## config.mk

```make
export PLATFORM = sky130hd
export DESIGN_NAME = axi4lite_master
export DESIGN_NICKNAME = d
export VERILOG_FILES = /design/src/rtl/axi4lite_pkg.sv /design/src/rtl/axi4lite_watchdog.sv /design/src/rtl/axi4lite_master.sv
export SDC_FILE = /design/constraint.sdc
export NUM_CORES = 1
export LEC_CHECK = 0
export ABC_AREA = 1
export CAP_MARGIN = 20
export CELL_PAD_IN_SITES_DETAIL_PLACEMENT = 0
export CELL_PAD_IN_SITES_GLOBAL_PLACEMENT = 1
export CORE_MARGIN = 2
export CORE_UTILIZATION = 36
export DETAILED_ROUTE_END_ITERATION = 12
export GPL_TIMING_DRIVEN = 0
export PLACE_DENSITY_LB_ADDON = 0.25
export SETUP_SLACK_MARGIN = 0.05
export SYNTH_ARGS = -nofsm -noshare
export SYNTH_HDL_FRONTEND = slang
export SYNTH_SLANG_ARGS = --single-unit
```

## constraint.sdc

```tcl
create_clock -name m_axi_aclk -period 2.7 [get_ports m_axi_aclk]
set_input_delay 0.405 -clock m_axi_aclk [delete_from_list [all_inputs] [get_ports m_axi_aclk]]
set_output_delay 0.405 -clock m_axi_aclk [all_outputs]
set_load 0.05 [all_outputs]
```

## src/rtl/axi4lite_pkg.sv

```systemverilog
// Shared definitions for the command-driven AXI4-Lite master.
// Holds the bus widths of the downstream register slave, the AXI response
// codes and the master's state encoding.
package axi4lite_pkg;

    localparam int ADDR_W = 2;
    localparam int DATA_W = 8;

    localparam logic [1:0] RESP_OKAY   = 2'b00;
    localparam logic [1:0] RESP_EXOKAY = 2'b01;
    localparam logic [1:0] RESP_SLVERR = 2'b10;
    localparam logic [1:0] RESP_DECERR = 2'b11;

    // Code reported to the command side when the watchdog gives up.
    localparam logic [1:0] RESP_TIMEOUT = RESP_SLVERR;

    typedef enum logic [2:0] {
        ST_IDLE    = 3'd0,
        ST_WR_AW_W = 3'd1,
        ST_WR_B    = 3'd2,
        ST_RD_AR   = 3'd3,
        ST_RD_R    = 3'd4,
        ST_RSP     = 3'd5
    } mst_state_e;

endpackage

```

## src/rtl/axi4lite_watchdog.sv

```systemverilog
// Per-phase watchdog for the AXI4-Lite master.
// Ports:
//   i_clk, i_rst_n : clock, asynchronous active-low reset
//   i_clear        : restart the count (asserted on every master state change)
//   i_enable       : count this cycle (master is waiting on the slave)
//   o_expire       : the phase has now waited TIMEOUT_CYCLES cycles
// TIMEOUT_CYCLES = 0 disables the watchdog entirely.
module axi4lite_watchdog #(
    parameter int TIMEOUT_CYCLES = 255
) (
    input  logic i_clk,
    input  logic i_rst_n,
    input  logic i_clear,
    input  logic i_enable,
    output logic o_expire
);

    localparam int CNT_W = (TIMEOUT_CYCLES > 0) ? $clog2(TIMEOUT_CYCLES + 1) : 1;
    // Expiry is flagged during the last waiting cycle so the abort edge is the
    // TIMEOUT_CYCLES-th edge spent in the phase.
    localparam logic [CNT_W-1:0] LAST = (TIMEOUT_CYCLES > 0) ? CNT_W'(TIMEOUT_CYCLES - 1) : '0;

    logic [CNT_W-1:0] r_count;

    always_ff @(posedge i_clk or negedge i_rst_n) begin
        if (!i_rst_n) begin
            r_count <= '0;
        end else if (i_clear) begin
            r_count <= '0;
        end else if (i_enable && (r_count != LAST)) begin
            r_count <= r_count + 1'b1;
        end
    end

    assign o_expire = (TIMEOUT_CYCLES > 0) && i_enable && (r_count == LAST);

endmodule

```

## src/rtl/axi4lite_master.sv

```systemverilog
// Command-driven AXI4-Lite master.
// Converts one command (read/write, addr, data, strobe) into a full AXI4-Lite
// transaction and returns the result on a response port held until accepted.
// Ports:
//   m_axi_aclk, m_axi_aresetn        : clock, asynchronous active-low reset
//   cmd_valid/ready/write/addr/wdata/wstrb : command port (ready only when idle)
//   rsp_valid/ready/rdata/resp/timeout     : response port
//   m_axi_aw*/w*/b*/ar*/r*           : AXI4-Lite master channels
module axi4lite_master
    import axi4lite_pkg::*;
#(
    parameter int TIMEOUT_CYCLES = 255
) (
    input  logic              m_axi_aclk,
    input  logic              m_axi_aresetn,
    input  logic              cmd_valid,
    output logic              cmd_ready,
    input  logic              cmd_write,
    input  logic [ADDR_W-1:0] cmd_addr,
    input  logic [DATA_W-1:0] cmd_wdata,
    input  logic              cmd_wstrb,
    output logic              rsp_valid,
    input  logic              rsp_ready,
    output logic [DATA_W-1:0] rsp_rdata,
    output logic [1:0]        rsp_resp,
    output logic              rsp_timeout,
    output logic [ADDR_W-1:0] m_axi_awaddr,
    output logic              m_axi_awvalid,
    input  logic              m_axi_awready,
    output logic [DATA_W-1:0] m_axi_wdata,
    output logic              m_axi_wstrb,
    output logic              m_axi_wvalid,
    input  logic              m_axi_wready,
    input  logic [1:0]        m_axi_bresp,
    input  logic              m_axi_bvalid,
    output logic              m_axi_bready,
    output logic [ADDR_W-1:0] m_axi_araddr,
    output logic              m_axi_arvalid,
    input  logic              m_axi_arready,
    input  logic [DATA_W-1:0] m_axi_rdata,
    input  logic [1:0]        m_axi_rresp,
    input  logic              m_axi_rvalid,
    output logic              m_axi_rready
);

    mst_state_e        r_state;
    mst_state_e        w_state_nxt;
    logic              w_abort;
    logic              w_expire;
    logic              w_wd_en;

    logic [ADDR_W-1:0] r_awaddr;
    logic [DATA_W-1:0] r_wdata;
    logic              r_wstrb;
    logic              r_awvalid;
    logic              r_wvalid;
    logic              r_aw_done;
    logic              r_w_done;
    logic              r_bready;
    logic [ADDR_W-1:0] r_araddr;
    logic              r_arvalid;
    logic              r_rready;
    logic              r_rsp_valid;
    logic [DATA_W-1:0] r_rsp_rdata;
    logic [1:0]        r_rsp_resp;
    logic              r_rsp_timeout;

    logic w_aw_hs, w_w_hs, w_b_hs, w_ar_hs, w_r_hs;

    assign w_aw_hs = r_awvalid & m_axi_awready;
    assign w_w_hs  = r_wvalid  & m_axi_wready;
    assign w_b_hs  = r_bready  & m_axi_bvalid;
    assign w_ar_hs = r_arvalid & m_axi_arready;
    assign w_r_hs  = r_rready  & m_axi_rvalid;

    assign w_wd_en = (r_state == ST_WR_AW_W) || (r_state == ST_WR_B) ||
                     (r_state == ST_RD_AR)   || (r_state == ST_RD_R);

    axi4lite_watchdog #(
        .TIMEOUT_CYCLES(TIMEOUT_CYCLES)
    ) u_watchdog (
        .i_clk    (m_axi_aclk),
        .i_rst_n  (m_axi_aresetn),
        .i_clear  (w_state_nxt != r_state),
        .i_enable (w_wd_en),
        .o_expire (w_expire)
    );

    // A handshake completing on the expiry edge wins over the abort, so a
    // genuine slave response is never discarded.
    always_comb begin
        w_state_nxt = r_state;
        w_abort     = 1'b0;
        case (r_state)
            ST_IDLE: begin
                if (cmd_valid) w_state_nxt = cmd_write ? ST_WR_AW_W : ST_RD_AR;
            end
            ST_WR_AW_W: begin
                if ((r_aw_done | w_aw_hs) && (r_w_done | w_w_hs)) begin
                    w_state_nxt = ST_WR_B;
                end else if (w_expire) begin
                    w_state_nxt = ST_RSP;
                    w_abort     = 1'b1;
                end
            end
            ST_WR_B: begin
                if (w_b_hs) begin
                    w_state_nxt = ST_RSP;
                end else if (w_expire) begin
                    w_state_nxt = ST_RSP;
                    w_abort     = 1'b1;
                end
            end
            ST_RD_AR: begin
                // The slave may present R together with AR accept; the data
                // is captured then and rready completes its handshake in RSP.
                if (w_ar_hs) begin
                    w_state_nxt = m_axi_rvalid ? ST_RSP : ST_RD_R;
                end else if (w_expire) begin
                    w_state_nxt = ST_RSP;
                    w_abort     = 1'b1;
                end
            end
            ST_RD_R: begin
                if (w_r_hs) begin
                    w_state_nxt = ST_RSP;
                end else if (w_expire) begin
                    w_state_nxt = ST_RSP;
                    w_abort     = 1'b1;
                end
            end
            ST_RSP: begin
                if (rsp_ready) w_state_nxt = ST_IDLE;
            end
            default: w_state_nxt = ST_IDLE;
        endcase
    end

    always_ff @(posedge m_axi_aclk or negedge m_axi_aresetn) begin
        if (!m_axi_aresetn) begin
            r_state       <= ST_IDLE;
            r_awaddr      <= '0;
            r_wdata       <= '0;
            r_wstrb       <= 1'b0;
            r_awvalid     <= 1'b0;
            r_wvalid      <= 1'b0;
            r_aw_done     <= 1'b0;
            r_w_done      <= 1'b0;
            r_bready      <= 1'b0;
            r_araddr      <= '0;
            r_arvalid     <= 1'b0;
            r_rready      <= 1'b0;
            r_rsp_valid   <= 1'b0;
            r_rsp_rdata   <= '0;
            r_rsp_resp    <= RESP_OKAY;
            r_rsp_timeout <= 1'b0;
        end else begin
            r_state <= w_state_nxt;
            if (w_r_hs) r_rready <= 1'b0;

            case (r_state)
                ST_IDLE: begin
                    if (cmd_valid) begin
                        if (cmd_write) begin
                            r_awaddr  <= cmd_addr;
                            r_wdata   <= cmd_wdata;
                            r_wstrb   <= cmd_wstrb;
                            r_awvalid <= 1'b1;
                            r_wvalid  <= 1'b1;
                            r_aw_done <= 1'b0;
                            r_w_done  <= 1'b0;
                        end else begin
                            r_araddr  <= cmd_addr;
                            r_arvalid <= 1'b1;
                        end
                    end
                end
                ST_WR_AW_W: begin
                    if (w_aw_hs) begin
                        r_awvalid <= 1'b0;
                        r_aw_done <= 1'b1;
                    end
                    if (w_w_hs) begin
                        r_wvalid <= 1'b0;
                        r_w_done <= 1'b1;
                    end
                    if (w_state_nxt == ST_WR_B) r_bready <= 1'b1;
                end
                ST_WR_B: begin
                    if (w_b_hs) begin
                        r_bready      <= 1'b0;
                        r_rsp_valid   <= 1'b1;
                        r_rsp_resp    <= m_axi_bresp;
                        r_rsp_rdata   <= '0;
                        r_rsp_timeout <= 1'b0;
                    end
                end
                ST_RD_AR: begin
                    if (w_ar_hs) begin
                        r_arvalid <= 1'b0;
                        r_rready  <= 1'b1;
                        if (m_axi_rvalid) begin
                            r_rsp_valid   <= 1'b1;
                            r_rsp_rdata   <= m_axi_rdata;
                            r_rsp_resp    <= m_axi_rresp;
                            r_rsp_timeout <= 1'b0;
                        end
                    end
                end
                ST_RD_R: begin
                    if (w_r_hs) begin
                        r_rsp_valid   <= 1'b1;
                        r_rsp_rdata   <= m_axi_rdata;
                        r_rsp_resp    <= m_axi_rresp;
                        r_rsp_timeout <= 1'b0;
                    end
                end
                ST_RSP: begin
                    if (rsp_ready) r_rsp_valid <= 1'b0;
                end
                default: ;
            endcase

            if (w_abort) begin
                r_awvalid     <= 1'b0;
                r_wvalid      <= 1'b0;
                r_bready      <= 1'b0;
                r_arvalid     <= 1'b0;
                r_rready      <= 1'b0;
                r_rsp_valid   <= 1'b1;
                r_rsp_rdata   <= '0;
                r_rsp_resp    <= RESP_TIMEOUT;
                r_rsp_timeout <= 1'b1;
            end
        end
    end

    assign cmd_ready     = (r_state == ST_IDLE);
    assign rsp_valid     = r_rsp_valid;
    assign rsp_rdata     = r_rsp_rdata;
    assign rsp_resp      = r_rsp_resp;
    assign rsp_timeout   = r_rsp_timeout;
    assign m_axi_awaddr  = r_awaddr;
    assign m_axi_awvalid = r_awvalid;
    assign m_axi_wdata   = r_wdata;
    assign m_axi_wstrb   = r_wstrb;
    assign m_axi_wvalid  = r_wvalid;
    assign m_axi_bready  = r_bready;
    assign m_axi_araddr  = r_araddr;
    assign m_axi_arvalid = r_arvalid;
    assign m_axi_rready  = r_rready;

endmodule

```

# Word-level counts from Yosys, hierarchy flattened
# Index checks and enable logic that the tools add are counted.
# W data, S select, Z words.
[classes]
add_sub_neg = 1
multipliers = 0
div_mod_pow = 0
order_cmp = 0
n_eq_ne = 24
shifts = 0
mux = 69
bitwise = 8
reduce_logical = 24
[ops]
columns = ["operator", "count"]
rows = [
  ["$mux W8", 7],
  ["$mux W1", 37],
  ["$pmux W8 S3", 1],
  ["$mux W3", 7],
  ["$ne A3 B3 Y1 const B", 7],
  ["$reduce_and A4 Y1", 5],
  ["$pmux W3 S6", 1],
  ["$mux W2", 6],
  ["$pmux W1 S2", 6],
  ["$eq A3 B2 Y1 const B", 3],
  ["$ne A3 B2 Y1 const B", 3],
  ["$reduce_and A3 Y1", 3],
  ["$reduce_bool A3 Y1", 3],
  ["$add A8 B1 Y8 const B", 1],
  ["$eq A8 B8 Y1 const B", 1],
  ["$ne A8 B8 Y1 const B", 1],
  ["$pmux W1 S4", 2],
  ["$eq A3 B3 Y1 const B", 2],
  ["$ne A2 B2 Y1 const B", 3],
  ["$pmux W2 S3", 1],
  ["$reduce_and A6 Y1", 1],
  ["$and A1 B1 Y1", 5],
  ["$reduce_and A5 Y1", 1],
  ["$reduce_bool A5 Y1", 1],
  ["12 further kinds", 18],
]
[word_totals]
reg_bits = 43
latch_bits = 0
ram_bits = 0
rom_bits = 0
input_bits = 33
out_inout_bits = 31
word_cells = 143
mem_count = 0

# Logic depth before layout (Yosys ltp)
# Gate-level depths: netlist of run 1.
[logic_depth]
word_depth = 12
ltp_mapped = 13
ltp_nobuf = 13

# By module
# A second synthesis of run 1 with hierarchy kept.
[hier_totals]
cells_unflattened = 329
hier_area_um2 = 2551.2
[modules_own_cells]
columns = ["module", "instances", "cells_each", "area_per_inst_um2", "seq_area_each_um2"]
rows = [
  ["axi4lite_master", 1, 257, 2016.9, 875.8],
  ["axi4lite_watchdog", 1, 72, 534.3, 200.2],
]

# Worst setup path after synthesis of run 1
# Ideal clock, no wire load.
[synth_path]
path_type = "flip-flop to flip-flop"
start = "register r_state[0]"
end = "register r_bready, in the netlist m_axi_bready"
setup_ns = 0.120
arrival_time_ns = 2.031
t_required_ns = 2.580
setup_slack_ns = 0.549
path_stages_with_launch = 13
path_buffers = 0
period_less_slack_ns = 2.151
path_cell_list = "dfrtp_1 -> inv_1 -> nand2_1 -> nor2_1 -> nand2_1 -> nor2_2 -> nor2_1 -> nand2_1 -> nand3_1 -> nand2_1 -> nand2_1 -> nand2_1 -> nand2_1"
[synth_via]
elab_cells_between_ends = 31
cone_classes = "eq/ne (8); mux (16); reduce/logical (7)"
[synth_lines]
columns = ["element", "line_no", "rtl"]
rows = [
  ["start, declared", "axi4lite_master.sv:46", "mst_state_e r_state;"],
  ["start signal, assigned", "axi4lite_master.sv:158", "r_state <= w_state_nxt;"],
  ["$logic_not A3 Y1", "n/a", ""],
  ["via cmd_ready", "axi4lite_master.sv:17", "output logic cmd_ready,"],
  ["$pmux W3 S6", "axi4lite_master.sv:94", "case (r_state)"],
  ["via w_state_nxt[1]", "axi4lite_master.sv:47", "mst_state_e w_state_nxt;"],
  ["$eq A3 B2 Y1", "axi4lite_master.sv:187", "if (w_state_nxt == ST_WR_B) r_bready <= 1'b1;"],
  ["$ne A3 B2 Y1 (no line)", "n/a", ""],
  ["$reduce_and A3 Y1 (no line)", "n/a", ""],
  ["end signal, assigned", "axi4lite_master.sv:187", ""],
  ["end signal, assigned", "axi4lite_master.sv:191", "r_bready <= 1'b0;"],
  ["end signal, assigned", "axi4lite_master.sv:227", "r_bready <= 1'b0;"],
  ["end, declared", "axi4lite_master.sv:59", "logic r_bready;"],
]
# The timed path passes the listed nets, and every way through them passes these cells.
# A chain may end at the register's enable or synchronous reset.

# Worst setup path in the final report of run 1
[layout_path]
start = "register r_state[0]"
end = "output port cmd_ready"
[layout_via]
elab_chain_len = 1
[layout_rtl]
columns = ["element", "line_no", "rtl"]
rows = [
  ["$logic_not A3 Y1", "axi4lite_master.sv:238", "assign cmd_ready = (r_state == ST_IDLE);"],
  ["end, declared", "axi4lite_master.sv:17", ""],
]
# Every way passes these cells.

==> key figures, run 1 <==
Outcome
  – Status: complete, no violations

Global route
  – Congestion Overflow GR: 0
  – Largest net degree at the start of global routing: 29
  – First-pass GRT wire length: between 8 and 9 mm
  – Initial antenna violation count: 0
  – Tot GR Track Use: 0.1759
  – Number of global-route vias before repair: 1966

Synthesis
  – Mapped Cells: roughly 280
  – Synthesized-area fraction occupied by adder cells: 0.01162
  – Most used DFF post-synth: dfrtp_1
  – Compound-cell area share of the yosys netlist: 0.05346
  – XOR/XNOR share of the synthesized area: 0.02440
  – Mapped Area: 2153 µm²
  – Simple-gate area share of the yosys netlist: 0.3510
  – Avg Cell Area, Syn: 7.802 µm²
  – Post-synth cell types: 29
  – Asr flop ratio synth: 1.000
  – Net Count, Synth: 311
  – Synth Register Bits: 43
  – Register area share after synthesis: 0.4997
  – Synth Warn #: 0
  – Post-synthesis mux area share: 0
  – Post-synth EDFFs: 0
  – Largest family of logic cells by synthesized area: simple AND/OR/NAND/NOR gates

Floorplan
  – Die height: about 80 µm
  – Starting Density: 0.3680
  – Cell row count: 28
  – Area of the core: ~6000 µm²
  – IO Pins: between 60 and 70
  – Die area: 6616 µm²
  – Die W: 81.34 µm

Timing
  – Hold_ws: just under 30 ps
  – Slew Viols, Final: 0
  – Worst slew margin: 0.6524
  – Slew @ Worst Pin: a little over 500 ps
  – Max frequency: between 0.4 and 0.5 GHz
  – Tcrit/Tclk final: 0.8913
  – Final setup fails: 0
  – Setup WS post-layout: around 290 ps
  – Clock Skew: roughly 8.4 ps
  – RSZ-0062 raised after global routing: false
  – Tmin final: about 2400 ps
  – Final hold violation count: 0
  – Setup TNS: 0 ps

Finish
  – Filler instances: ~580
  – Util after Layout: 0.5090
  – Nets: between 300 and 400
  – Non-Filler Instances: between 400 and 500
  – Area Overhead vs Synth: 38.29%
  – # diodes: 0
  – Share of post-route cells with drive strength above 1: 0.09483
  – Finished Cell Area: ~3000 µm²

Pwr
  – LEAKAGE: between 1 and 1.5 nW
  – Pwr/cell area: approximately 1200 nW/µm²
  – Maximum vdd drop: 0.7469 mV
  – Tot Pwr: about 3.6 mW

Routing
  – DRC violations left: 0
  – Final WL: approximately 5.2 mm
  – DR WL/cell: roughly 12 µm
  – Vias: 1964
  – Pre-antenna DRT Iters: 5
  – Iter 0 DRT Violations: around 130
  – Vias per inst: approximately 4.6
  – Final ANT Viol Nets: 0

Clocking
  – CTS tree: built
  – Worst-path clk slew: 90 ps
  – CTS H-tree depth: 2
  – Root buffer cell: clkbuf_8
  – Post-CTS resize count: 0
  – # hold bufs at CTS: 0
  – Clk_lat worst skew: about 290 ps
  – Number of CTS-inserted buffers: 5
  – Buffer levels on the longest clock path: 2
  – # clock sinks: 43
  – Post-CTS Setup Bufs: 0

Setup path
  – Crit Path Category: flop to output port
  – Worst Setup End Kind: output port
  – Critical Path Fanout Max: 7
  – Startpoint Class: flop
  – Critical Path RT: 2300 ps
  – Worst EP arrival: around 2000 ps

Placement
  – Final Wtd Congestion: ~0.84
  – Hpwl dp: approximately 4.0 mm
  – Port bufs: 63
  – Cells after DPL: ~420
  – Placed cell area: 2893 µm²
  – Setup WS pre-CTS: 587.9 ps

Run
  – Reported max-cap violation count: 0

Min path
  – Hold WC Path Type: input pin to async pin
layer usage:
metal | up-vias | global-route usage | wire length, µm
li1 | 1009 | - | -
met1 | 913 | 0.2249 | 2344
met2 | 37 | 0.2910 | 2594
met3 | 5 | 0.05444 | 263
met4 | 0 | 0.04068 | 44
met5 | - | 0 | 0
cells in the final DEF, fill, tap and decap left out, drive strengths merged, types with 2 or more instances in the layout:
master,count
nand2,115
clkdlybuf4s50,62
dfrtp,43
nor2,32
nand3,26
inv,26
clkbuf,8
o21ai,6
buf,5
o22ai,4
xor2,4
a21oi,3
nand4,2
xnor2,2
ha,2
report_power, final:
| group | leakage, nW | switching, mW | internal (mW) | total (mW) |
|---|---|---|---|---|
| combinational | 0.899 | 1.44 | 0.711 | 2.16 |
| sequential | 0.556 | 0.151 | 0.872 | 1.02 |
| clock | 0.0412 | 0.225 | 0.181 | 0.406 |
state kept, by name, indices dropped and copies added, names as in the netlist:
signal              cells
m_axi_wstrb             1
rsp_rdata               8
rsp_resp                2
m_axi_wvalid            1
r_state                 3
r_w_done                1
m_axi_rready            1
m_axi_arvalid           1
m_axi_araddr            2
m_axi_wdata             8
r_aw_done               1
rsp_valid               1
u_watchdog.r_count      8
rsp_timeout             1
m_axi_awvalid           1
m_axi_awaddr            2
m_axi_bready            1
worst max-delay path, cell delays in order (launching register included):
cell and delay, ps:
dfrtp_1 460, inv_1 170, nand2_1 100, nor2_1 150
clkdlybuf4s50_1 820
cell type report:
| type | count | area, µm² | share of cell area |
|---|---|---|---|
| clock buffers | 6 | 72.57 | 0.02437 |
| repair buffers | 64 | 645.6 | 0.2168 |
| well taps | 75 | 93.84 | 0.03151 |
| multi-input cells | 202 | 948.4 | 0.3185 |
| plain buffers | 5 | 31.28 | 0.01050 |
| clock inverters | 2 | 12.51 | 0.004202 |
| flip-flops and latches | 43 | 1076 | 0.3613 |
| inverters | 26 | 97.59 | 0.03277 |
kinds of logic (layout without fill, tap and decap cells):
group | Yosys count | in the layout
AO/OA/AOI/OAI | 17 | 17
XOR/XNOR | 6 | 6
adder cells (fa/ha/maj) | 2 | 2
buffers and inverters | 31 | 103
flip-flops | 43 | 43
AND/OR/NAND/NOR | 177 | 177
cells in the mapped netlist, types with 2 or more instances:
cell type	instances	area share
nand2_4	2	0.010
nor2_1	27	0.047
nand2_2	7	0.020
clkbuf_1	2	0.0035
nand3_1	26	0.060
o21ai_2	2	0.0081
inv_1	24	0.042
inv_2	2	0.0035
nand2_1	106	0.18
nand4_1	2	0.0058
o21ai_0	4	0.0093
nor2_2	4	0.012
o22ai_1	4	0.012
xor2_1	4	0.016
dfrtp_1	43	0.50
xnor2_1	2	0.0081
ha_1	2	0.012
a21oi_1	2	0.0046
final timing paths:
kind,startpoint,to,slack [ps],depth (start not counted)
setup reg to reg,r_state[0],r_aw_done,860,7
max in group asynchronous,m_axi_aresetn,u_watchdog.r_count[4],2180,2
min in group m_axi_aclk,rsp_rdata[4],rsp_rdata[4],480,2
hold reg to reg,rsp_rdata[4],rsp_rdata[4],480,2
setup / recovery,r_state[0],cmd_ready,290,4
hold / removal,m_axi_aresetn,r_aw_done,30,1
(Power assumes the default switching activity.)
==> run 2, diff against run 1 <==
--- a/config.mk
+++ b/config.mk
@@ -9,7 +9,6 @@
 export CAP_MARGIN = 20
 export CELL_PAD_IN_SITES_DETAIL_PLACEMENT = 0
 export CELL_PAD_IN_SITES_GLOBAL_PLACEMENT = 1
-export CORE_MARGIN = 2
 export CORE_UTILIZATION = 36
 export DETAILED_ROUTE_END_ITERATION = 12
 export GPL_TIMING_DRIVEN = 0
==> key figures, run 2 (synthesis results as in run 1) <==
Outcome
  – Status: complete, no violations

Placement
  – Hpwl dp: slightly below 4 mm
  – Cells after DPL: 412
  – Final Wtd Congestion: ~0.85
  – Port bufs: 63

Setup path
  – FF-to-FF End: rsp_rdata[1]
  – CP max stage delay: roughly 840 ps
  – CP delay by family, top: buffers and inverters
  – Worst EP arrival: 2060 ps
  – Critical Path Fanout Max: 7
  – Startpoint Class: flop
  – CP cell instances: inv_1 > nand2_1 > nor2_1 > clkdlybuf4s50_1
  – RR Startpoint: u_watchdog.r_count[0]
  – Reg2Reg Setup Slack: ~800 ps
  – Crit Path Category: flop to output port
  – Worst reg-to-reg path cell count: 12
  – Bufs and invs on worst path: 2
  – Critical Path RT: around 2300 ps
  – CP max-delay cell: clkdlybuf4s50_1
  – CP Depth: 4
  – Worst Setup End Kind: output port

Routing
  – DR WL/cell: 12.38 µm
  – Vias per inst: between 4 and 5
  – Final ANT Viol Nets: 0
  – Vias: between 1500 and 2000
  – DRC violations left: 0
  – Iter 0 DRT Violations: 98
  – Pre-antenna DRT Iters: 4
  – Final WL: 5.199 mm

Global route
  – Initial antenna violation count: 0
  – Number of global-route vias before repair: approximately 1900
  – GR Layer Usage met1: 0.2402
  – First-pass GRT wire length: just under 9 mm
  – Congestion Overflow GR: 0
  – GR Util met3: 0.06552
  – GR Layer Usage met2: 0.2828
  – Largest net degree at the start of global routing: 27
  – GR peak layer: met2
  – Tot GR Track Use: 0.1826

Timing
  – Tmin final: approximately 2500 ps
  – Tcrit/Tclk final: 0.9128
  – Clock Skew: 10.48 ps
  – Worst slew margin: 0.6451
  – Final hold violation count: 0
  – Final setup fails: 0
  – Slew @ Worst Pin: about 530 ps
  – Setup TNS: 0 ps
  – RSZ-0062 raised after global routing: false
  – Max frequency: between 0.4 and 0.5 GHz
  – Slew Viols, Final: 0

Finish
  – Non-Filler Instances: 420
  – Commonest cells after routing, fill and taps aside: nand2_1 (106), clkdlybuf4s50_1 (62), dfrtp_1 (43)
  – Area Overhead vs Synth: 38.12%
  – Share of post-route cells with drive strength above 1: 0.09483
  – # diodes: 0
  – Filler instances: about 550
  – Util after Layout: 0.5272
  – FF/Latch Area: 1076 µm²
  – Nets: about 380
  – Multi-input logic area: 948.4 µm²
  – Most common cell after layout, fill and taps aside: nand2_1

Floorplan
  – Area of the core: between 5000 and 6000 µm²
  – Cell row count: 27
  – IO Pins: 64
  – Die area: approximately 6300 µm²
  – Die W: 79.34 µm
  – Die height: a little under 80 µm
  – Starting Density: 0.3817

Clocking
  – Number of CTS-inserted buffers: 5
  – Post-CTS resize count: 0
  – Buffer levels on the longest clock path: 2
  – # clock sinks: 43
  – CTS tree: built
  – Worst-path clk slew: about 90 ps
  – Post-CTS Setup Bufs: 0
  – Clk_lat worst skew: 300 ps
  – Root buffer cell: clkbuf_8
  – CTS H-tree depth: 2
  – # hold bufs at CTS: 0

Min path
  – Hold WC Path Type: input pin to async pin

Pwr
  – LEAKAGE: ~1.5 nW
  – Maximum vdd drop: around 0.64 mV
  – Pwr/cell area: ~1200 nW/µm²

Run
  – Reported max-cap violation count: 0
run 2: worst max-delay path by stage:
stage          slack, ps           from           end
6_report             240     r_state[0]     cmd_ready
5_1_grt              100     r_state[0]     cmd_ready
4_1_cts              250     r_state[0]     cmd_ready
3_5_place_dp         600     r_state[0]     cmd_ready
3_3_place_gp         -30  m_axi_aresetn   m_axi_wstrb
2_1_floorplan        550     r_state[0]  m_axi_bready
run 2: layout make-up:
type	count	share of cell area
multi-input cells	202	0.3189
well taps	72	0.03029
flip-flops and latches	43	0.3618
clock buffers	6	0.02440
plain buffers	5	0.01052
repair buffers	64	0.2171
inverters	26	0.03281
clock inverters	2	0.004207
run 2: routing by layer:
metal  share of wire  up-vias  routed length [µm]
li1                -     1005                   -
met2            0.44       49                2286
met5               0        -                   0
met4          0.0063        0                  33
met3           0.075        4                 392
met1            0.48      894                2487
run 2: through the flow:
step	cell area (µm²)	power (mW)	setup WS (ps)	hold WS, ps
2_1_floorplan	2153	2.530	549.0	109.4
3_3_place_gp	2874	3.190	-27.98	453.7
3_5_place_dp	2889	3.204	596.3	374.3
4_1_cts	2974	3.632	247.5	45.71
5_1_grt	2974	3.864	98.46	58.07
6_report	2974	3.594	235.5	32.18
run 2: power by group:
part / internal (mW) / switching (mW) / leakage [nW] / total, mW
clock: 0.181 / 0.231 / 0.0412 / 0.412
combinational: 0.713 / 1.45 / 0.899 / 2.16
sequential: 0.872 / 0.149 / 0.556 / 1.02
